### config.mk
export PLATFORM = sky130hd
export DESIGN_NAME = secure_reg_bank_flat
export DESIGN_NICKNAME = d
export VERILOG_FILES = /design/src/rtl/secure_reg_bank_if.sv /design/src/rtl/secure_reg_bank.sv /design/src/flat_wrapper.sv
export SDC_FILE = /design/constraint.sdc
export NUM_CORES = 1
export LEC_CHECK = 0
export BUFFER_PORTS_ARGS = -buffer_cell sky130_fd_sc_hd__buf_2
export CAP_MARGIN = 5
export CORE_ASPECT_RATIO = 1.75
export CORE_UTILIZATION = 54
export CTS_CLUSTER_DIAMETER = 80
export DETAILED_ROUTE_END_ITERATION = 16
export PLACE_DENSITY = 0.76
export RECOVER_POWER = 50
export SLEW_MARGIN = 0
export SYNTH_ARGS = -nofsm -noshare
export SYNTH_HDL_FRONTEND = slang
export SYNTH_SLANG_ARGS = --single-unit
### constraint.sdc
create_clock -name clk -period 1.7 [get_ports clk]
set_input_delay 0 -clock clk [delete_from_list [all_inputs] [get_ports clk]]
set_output_delay 0 -clock clk [all_outputs]
set_load 0.01 [all_outputs]
### src/rtl/secure_reg_bank_if.sv
// Bus bundle for secure_reg_bank: password/data entry strobes in, bank contents
// and status out. The design side uses the slave modport.
interface secure_reg_bank_if #(
   parameter int DATA_W    = 4,
   parameter int NUM_REGS  = 4,
   parameter int MAX_TRIES = 3
);
   localparam int IDX_W = (NUM_REGS > 1) ? $clog2(NUM_REGS) : 1;
   localparam int FC_W  = $clog2(MAX_TRIES + 1);

   logic [DATA_W-1:0]          pass_data;
   logic                       confirm;
   logic                       enable;
   logic [NUM_REGS*DATA_W-1:0] reg_bank;
   logic                       wr_valid;
   logic [IDX_W-1:0]           wr_index;
   logic [FC_W-1:0]            fail_count;
   logic                       locked;
   logic [2:0]                 current_state;

   modport master (
      output pass_data, confirm, enable,
      input  reg_bank, wr_valid, wr_index, fail_count, locked, current_state
   );

   modport slave (
      input  pass_data, confirm, enable,
      output reg_bank, wr_valid, wr_index, fail_count, locked, current_state
   );
endinterface

### src/rtl/secure_reg_bank.sv
// Password-gated register bank: a confirmed correct password opens a one-shot
// write window; the next confirmed word lands in reg[word mod NUM_REGS].
module secure_reg_bank #(
   parameter int                DATA_W       = 4,
   parameter int                NUM_REGS     = 4,
   parameter logic [DATA_W-1:0] PASSWORD     = 4'b1101,
   parameter int                MAX_TRIES    = 3,
   parameter int                LOCK_CYCLES  = 16,
   parameter int                AUTH_TIMEOUT = 32
) (
   input  logic             clk,
   input  logic             reset,
   secure_reg_bank_if.slave bus
);
   localparam int IDX_W = (NUM_REGS > 1) ? $clog2(NUM_REGS) : 1;
   localparam int FC_W  = $clog2(MAX_TRIES + 1);
   localparam int AT_W  = $clog2(AUTH_TIMEOUT + 1);
   localparam int LC_W  = (LOCK_CYCLES > 0) ? $clog2(LOCK_CYCLES + 1) : 1;

   localparam logic [FC_W-1:0] FC_MAX     = FC_W'(MAX_TRIES);
   localparam logic [AT_W-1:0] AT_LIMIT   = AT_W'(AUTH_TIMEOUT);
   localparam logic [LC_W-1:0] LC_LIMIT   = LC_W'(LOCK_CYCLES);
   localparam bit              LOCK_TIMED = (LOCK_CYCLES != 0);

   typedef enum logic [2:0] {
      ST_IDLE  = 3'b000,
      ST_AUTH  = 3'b001,
      ST_STORE = 3'b010,
      ST_FAIL  = 3'b011,
      ST_LOCK  = 3'b111
   } state_e;

   state_e                     state_q,    state_d;
   logic                       confirm_q;
   logic [DATA_W-1:0]          latch_q,    latch_d;
   logic [AT_W-1:0]            auth_tmr_q, auth_tmr_d;
   logic [LC_W-1:0]            lock_cnt_q, lock_cnt_d;
   logic [FC_W-1:0]            fail_q,     fail_d;
   logic [NUM_REGS*DATA_W-1:0] bank_q,     bank_d;
   logic                       wr_valid_q, wr_valid_d;
   logic [IDX_W-1:0]           wr_index_q, wr_index_d;
   logic                       locked_q,   locked_d;

   logic              ev_s;
   logic [IDX_W-1:0]  wr_idx_s;
   logic [AT_W-1:0]   auth_inc_s;
   logic [LC_W-1:0]   lock_inc_s;
   logic [FC_W-1:0]   fail_inc_s;
   logic              lock_done_s;

   assign ev_s        = bus.confirm & ~confirm_q;
   assign wr_idx_s    = latch_q[IDX_W-1:0];
   assign auth_inc_s  = auth_tmr_q + AT_W'(1);
   assign lock_inc_s  = lock_cnt_q + LC_W'(1);
   assign fail_inc_s  = (fail_q == FC_MAX) ? fail_q : (fail_q + FC_W'(1));
   assign lock_done_s = LOCK_TIMED && (lock_inc_s == LC_LIMIT);

   // Next-state, bank update and registered-output precomputation.
   always_comb begin
      state_d    = state_q;
      latch_d    = latch_q;
      auth_tmr_d = auth_tmr_q;
      lock_cnt_d = lock_cnt_q;
      fail_d     = fail_q;
      bank_d     = bank_q;
      wr_index_d = wr_index_q;

      case (state_q)
         ST_IDLE: begin
            if (bus.enable && ev_s) begin
               if (bus.pass_data == PASSWORD) begin
                  state_d    = ST_AUTH;
                  fail_d     = '0;
                  auth_tmr_d = '0;
               end else begin
                  state_d = ST_FAIL;
               end
            end else begin
               state_d = ST_IDLE;
            end
         end
         ST_AUTH: begin
            // A confirm edge on the expiry cycle still wins over the timeout.
            if (!bus.enable) begin
               state_d = ST_IDLE;
            end else if (ev_s) begin
               latch_d = bus.pass_data;
               state_d = ST_STORE;
            end else if (auth_inc_s == AT_LIMIT) begin
               state_d = ST_IDLE;
            end else begin
               auth_tmr_d = auth_inc_s;
            end
         end
         ST_STORE: begin
            for (int i = 0; i < NUM_REGS; i++) begin
               if (wr_idx_s == IDX_W'(i)) begin
                  bank_d[i*DATA_W +: DATA_W] = latch_q;
               end else begin
                  bank_d[i*DATA_W +: DATA_W] = bank_q[i*DATA_W +: DATA_W];
               end
            end
            wr_index_d = wr_idx_s;
            state_d    = ST_IDLE;
         end
         ST_FAIL: begin
            fail_d     = fail_inc_s;
            lock_cnt_d = '0;
            state_d    = (fail_inc_s == FC_MAX) ? ST_LOCK : ST_IDLE;
         end
         ST_LOCK: begin
            if (lock_done_s) begin
               state_d = ST_IDLE;
               fail_d  = '0;
            end else begin
               lock_cnt_d = lock_inc_s;
            end
         end
         default: begin
            state_d = ST_IDLE;
         end
      endcase

      wr_valid_d = (state_d == ST_STORE);
      locked_d   = (state_d == ST_LOCK);
   end

   // State and output registers, cleared asynchronously by reset.
   always_ff @(posedge clk or negedge reset) begin
      if (!reset) begin
         state_q    <= ST_IDLE;
         confirm_q  <= 1'b0;
         latch_q    <= '0;
         auth_tmr_q <= '0;
         lock_cnt_q <= '0;
         fail_q     <= '0;
         bank_q     <= '0;
         wr_valid_q <= 1'b0;
         wr_index_q <= '0;
         locked_q   <= 1'b0;
      end else begin
         state_q    <= state_d;
         confirm_q  <= bus.confirm;
         latch_q    <= latch_d;
         auth_tmr_q <= auth_tmr_d;
         lock_cnt_q <= lock_cnt_d;
         fail_q     <= fail_d;
         bank_q     <= bank_d;
         wr_valid_q <= wr_valid_d;
         wr_index_q <= wr_index_d;
         locked_q   <= locked_d;
      end
   end

   assign bus.reg_bank      = bank_q;
   assign bus.wr_valid      = wr_valid_q;
   assign bus.wr_index      = wr_index_q;
   assign bus.fail_count    = fail_q;
   assign bus.locked        = locked_q;
   assign bus.current_state = state_q;
endmodule
### src/flat_wrapper.sv
// flat-port wrapper written by rule: the top's interface ports become plain ports
module secure_reg_bank_flat 
#(
   parameter int                DATA_W       = 4,
   parameter int                NUM_REGS     = 4,
   parameter logic [DATA_W-1:0] PASSWORD     = 4'b1101,
   parameter int                MAX_TRIES    = 3,
   parameter int                LOCK_CYCLES  = 16,
   parameter int                AUTH_TIMEOUT = 32
)
  (clk, reset, bus_pass_data, bus_confirm, bus_enable, bus_reg_bank, bus_wr_valid, bus_wr_index, bus_fail_count, bus_locked, bus_current_state);
  secure_reg_bank_if #(.DATA_W(DATA_W), .NUM_REGS(NUM_REGS), .MAX_TRIES(MAX_TRIES)) bus_i ();
  input  logic clk;
  input  logic reset;
  input wire logic [$bits(bus_i.pass_data)-1:0] bus_pass_data;
  input wire logic [$bits(bus_i.confirm)-1:0] bus_confirm;
  input wire logic [$bits(bus_i.enable)-1:0] bus_enable;
  output wire logic [$bits(bus_i.reg_bank)-1:0] bus_reg_bank;
  output wire logic [$bits(bus_i.wr_valid)-1:0] bus_wr_valid;
  output wire logic [$bits(bus_i.wr_index)-1:0] bus_wr_index;
  output wire logic [$bits(bus_i.fail_count)-1:0] bus_fail_count;
  output wire logic [$bits(bus_i.locked)-1:0] bus_locked;
  output wire logic [$bits(bus_i.current_state)-1:0] bus_current_state;
  assign bus_i.pass_data = bus_pass_data;
  assign bus_i.confirm = bus_confirm;
  assign bus_i.enable = bus_enable;
  assign bus_reg_bank = bus_i.reg_bank;
  assign bus_wr_valid = bus_i.wr_valid;
  assign bus_wr_index = bus_i.wr_index;
  assign bus_fail_count = bus_i.fail_count;
  assign bus_locked = bus_i.locked;
  assign bus_current_state = bus_i.current_state;
  secure_reg_bank #(.DATA_W(DATA_W), .NUM_REGS(NUM_REGS), .PASSWORD(PASSWORD), .MAX_TRIES(MAX_TRIES), .LOCK_CYCLES(LOCK_CYCLES), .AUTH_TIMEOUT(AUTH_TIMEOUT)) u_core (.clk(clk), .reset(reset), .bus(bus_i));
endmodule
==> impl_metrics.py <==
metrics = {
    "outcome": {
        "status": "finished, final reports clean",
    },
    "worst_setup_path": {
        "worst_r2r_path_depth": 5,
        "r2r-start": "u_core.lock_cnt_q[0]",
        "crit_path_max_incr_delay_ns": 0.53,
        "rr_endpoint": "u_core.lock_cnt_q[3]",
        "crit_buf_inv": 0,
        "path_cells": "ha_1, nand2_2, a21oi_2, or4_1, nand3_1",
        "path_delay_family": "simple AND/OR/NAND/NOR gates",
        "critical_path_arrival_ns": 1.83,
        "cp-end-kind": "flop",
        "critical_path_class": "reg -> reg",
        "worstPathMaxFanout": 7,
        "slowest_stage": "or4_1",
        "required_ns": 1.93,
        "reg2reg_slack_ns": 0.10,
        "cp-start-kind": "flop",
    },
    "place": {
        "place_area_um2": 2110,
        "place_congestion": 0.819,
        "portBuffers": 32,
        "dp_hpwl_um": 2720,
        "place_inst": 239,
    },
    "floorplanning": {
        "fp.dieW_um": 46.4,
        "io_pins": 33,
        "die-area_um2": 3700,
        "coreArea_um2": 3210,
        "initial_core_util_pct": 58.1,
        "die_h_um": 79.8,
        "rows": 27,
    },
    "power_and_ir_drop": {
        "peakVddDrop_v": 0.000865,
        "powerDensity_nw_per_um2": 1120,
        "finalPower_mw": 2.56,
        "leakagePower_nw": 1.10,
    },
    "routing": {
        "drtAntennaViolNets": 0,
        "drt_iter0_drc": 65,
        "drt_pass1_iterations": 4,
        "viasPerCell": 5.68,
        "wl_um": 3810,
        "route.detailed.drc": 0,
        "vias": 1442,
        "wl_per_cell_um": 15.0,
    },
    "sta": {
        "finalSetupTns_ns": 0,
        "relSlewSlack_pct": 35.1,
        "tightest_slew_ns": 0.974,
        "setup_viol": 0,
        "rsz0062_at_grt": "no",
        "finalCriticalPeriod_ns": 1.60,
        "fin_worst_skew_ns": 0.00612,
        "max_freq_mhz": 626,
        "period_share_pct": 94.0,
        "hold_viol": 0,
        "slew_viol_final": 0,
    },
    "logic_synthesis": {
        "synth_cell_types": 41,
        "yosysSeqAreaShare_pct": 55.0,
        "syn_area_um2": 1870,
        "avgSynthCellArea_um2": 11.6,
        "ys.flop_type": "dfrtp_1",
        "synth_commonest_cells": "dfrtp_1, mux2_2, nand2_1",
        "async_reset_ff_share_pct": 100,
        "synthTopCellsByArea": "dfrtp_1, mux2_2, o21ai_0",
        "ys_ff_latch": 41,
        "synth_nets": 171,
        "synth_top_area_share_pct": 55.0,
        "yosys.cell_count.top_type": "dfrtp_1",
        "synth_area_leader_cell": "dfrtp_1",
        "yosysWarnings": 0,
        "synth_cells": 161,
        "synth_edf_count": 0,
    },
    "grt": {
        "antenna_found_initial": 0,
        "grt_max_degree": 42,
        "grt_pass1_vias": 1443,
        "grt_usage_pct": 23.3,
        "grt_pass1_wl_um": 6090,
        "grt_overflow_total": 0,
    },
    "clocking": {
        "clk_path_buf_depth": 2,
        "cts.clk_slew.worst_paths_ns": 0.07,
        "h-tree-depth": 2,
        "clk_latency_ns": 0.29,
        "cts_tree": "done",
        "clkSinkCount": 41,
        "cts_buffers": 5,
        "root_buffer": "clkbuf_8",
    },
    "min_path": {
        "hp-start": "bus_enable",
        "min_to": "u_core.auth_tmr_q[4]",
        "min_delay_path_depth": 3,
        "min_path_type": "in -> reg",
    },
    "run": {
        "drv_cap": 0,
    },
    "cells_and_area": {
        "antenna_cells": 0,
        "post-route-util_pct": 70.9,
        "area.growth.synth_to_final_pct": 21.9,
        "fillers": 242,
        "final_cell_count_no_fill": 254,
        "nets": 220,
        "fin_area_um2": 2270,
        "drive_gt1_share_pct": 27.5,
    },
}
==> stage by stage <==
step	hold WS, ns	setup WS [ns]
floorplan	-0.296	0.210
global placement	0.0740	0.175
detailed placement	0.0847	0.0943
CTS	0.0107	0.0575
global route	0.0306	0.0117
finish	0.0239	0.101
==> final cells by class <==
type                    instances  area, um^2  area share [%]
clock inverters                 2        38.8            1.71
inverters                       8        30.0            1.32
repair buffers                 43         240            10.6
clock buffers                   6        72.6            3.19
flip-flops and latches         41        1030            45.2
well taps                      43        53.8            2.37
multi-input cells             111         812            35.7
==> worst max path at each step <==
| stage | from | end | cells past startpoint | slack (ns) |
|---|---|---|---|---|
| floorplan | u_core.bus.current_state[1] | u_core.bus.reg_bank[2] | 3 | 0.21 |
| global placement | u_core.bus.current_state[1] | u_core.auth_tmr_q[1] | 5 | 0.18 |
| detailed placement | u_core.lock_cnt_q[0] | u_core.lock_cnt_q[1] | 5 | 0.09 |
| CTS | u_core.lock_cnt_q[0] | u_core.lock_cnt_q[1] | 5 | 0.06 |
| global route | u_core.auth_tmr_q[0] | u_core.auth_tmr_q[3] | 5 | 0.01 |
| finish | u_core.lock_cnt_q[0] | u_core.lock_cnt_q[3] | 5 | 0.10 |
==> cell families after synthesis <==
kind of cell | after synthesis | synth area share, %
AO/OA/AOI/OAI | 32 | 13.1
buffers and inverters | 10 | 2.21
adder cells (fa/ha/maj) | 2 | 1.34
multiplexers | 15 | 8.92
AND/OR/NAND/NOR | 61 | 19.5
flip-flops | 41 | 55.0
==> power breakdown <==
group          internal (mW)  total (mW)  switching, mW
Sequential              1.14        1.28          0.134
Clock                  0.441       0.770          0.329
Combinational          0.247       0.510          0.263
Total                   1.83        2.56          0.727
==> repair_timing <==
| action | 4_1_cts | 5_1_grt |
|---|---|---|
| endpoints found under the hold margin | 46 | 0 |
| setup buffers | 0 | 0 |
| resized for setup | 0 | 3 |
| setup endpoints to repair | 0 | 7 |
| hold buffers | 6 | 0 |
==> tightest hold or removal path, cell delays in order <==
cell     delay [ns]
buf_2          0.11
nand2_1        0.08
o31ai_1        0.08
==> metal layers <==
metal  up-vias  part of all wire (%)  track usage (%)
li1        680                     -                -
met5         -                     0                0
met2        36                    57             41.5
met1       722                    39             23.1
met4         0                   1.2             10.6
met3         4                   2.8             6.33
==> registers in the layout, summed over array words and instances (netlist names) <==
register                  flops
u_core.latch_q                4
u_core.bus.wr_index           2
u_core.lock_cnt_q             5
u_core.bus.reg_bank          16
u_core.bus.current_state      3
u_core.bus.locked             1
u_core.bus.wr_valid           1
u_core.auth_tmr_q             6
u_core.bus.fail_count         2
u_core.confirm_q              1
==> cells in the final DEF (no fill, tap or decap), types with 2 or more instances in the layout <==
cell           instances
a21oi_1                2
a31oi_1                4
a32o_1                 2
and2_1                 4
and3_1                 3
buf_2                 20
buf_4                  4
clkbuf_1              13
clkbuf_8               5
dfrtp_1               40
dlygate4sd3_1          6
ha_1                   2
inv_1                  8
mux2_2                13
mux2i_1                2
nand2_1               11
nand2_2                2
nand2b_1               7
nand3_1                7
nand3b_1               2
nand4_1                2
nand4b_1               2
nor2_1                 8
nor2_2                 2
nor2b_1                3
nor3b_4                2
o211ai_1               3
o21ai_0                9
o22ai_1                2
or2_2                  2
No activity file was read; power rests on OpenSTA's default activity.
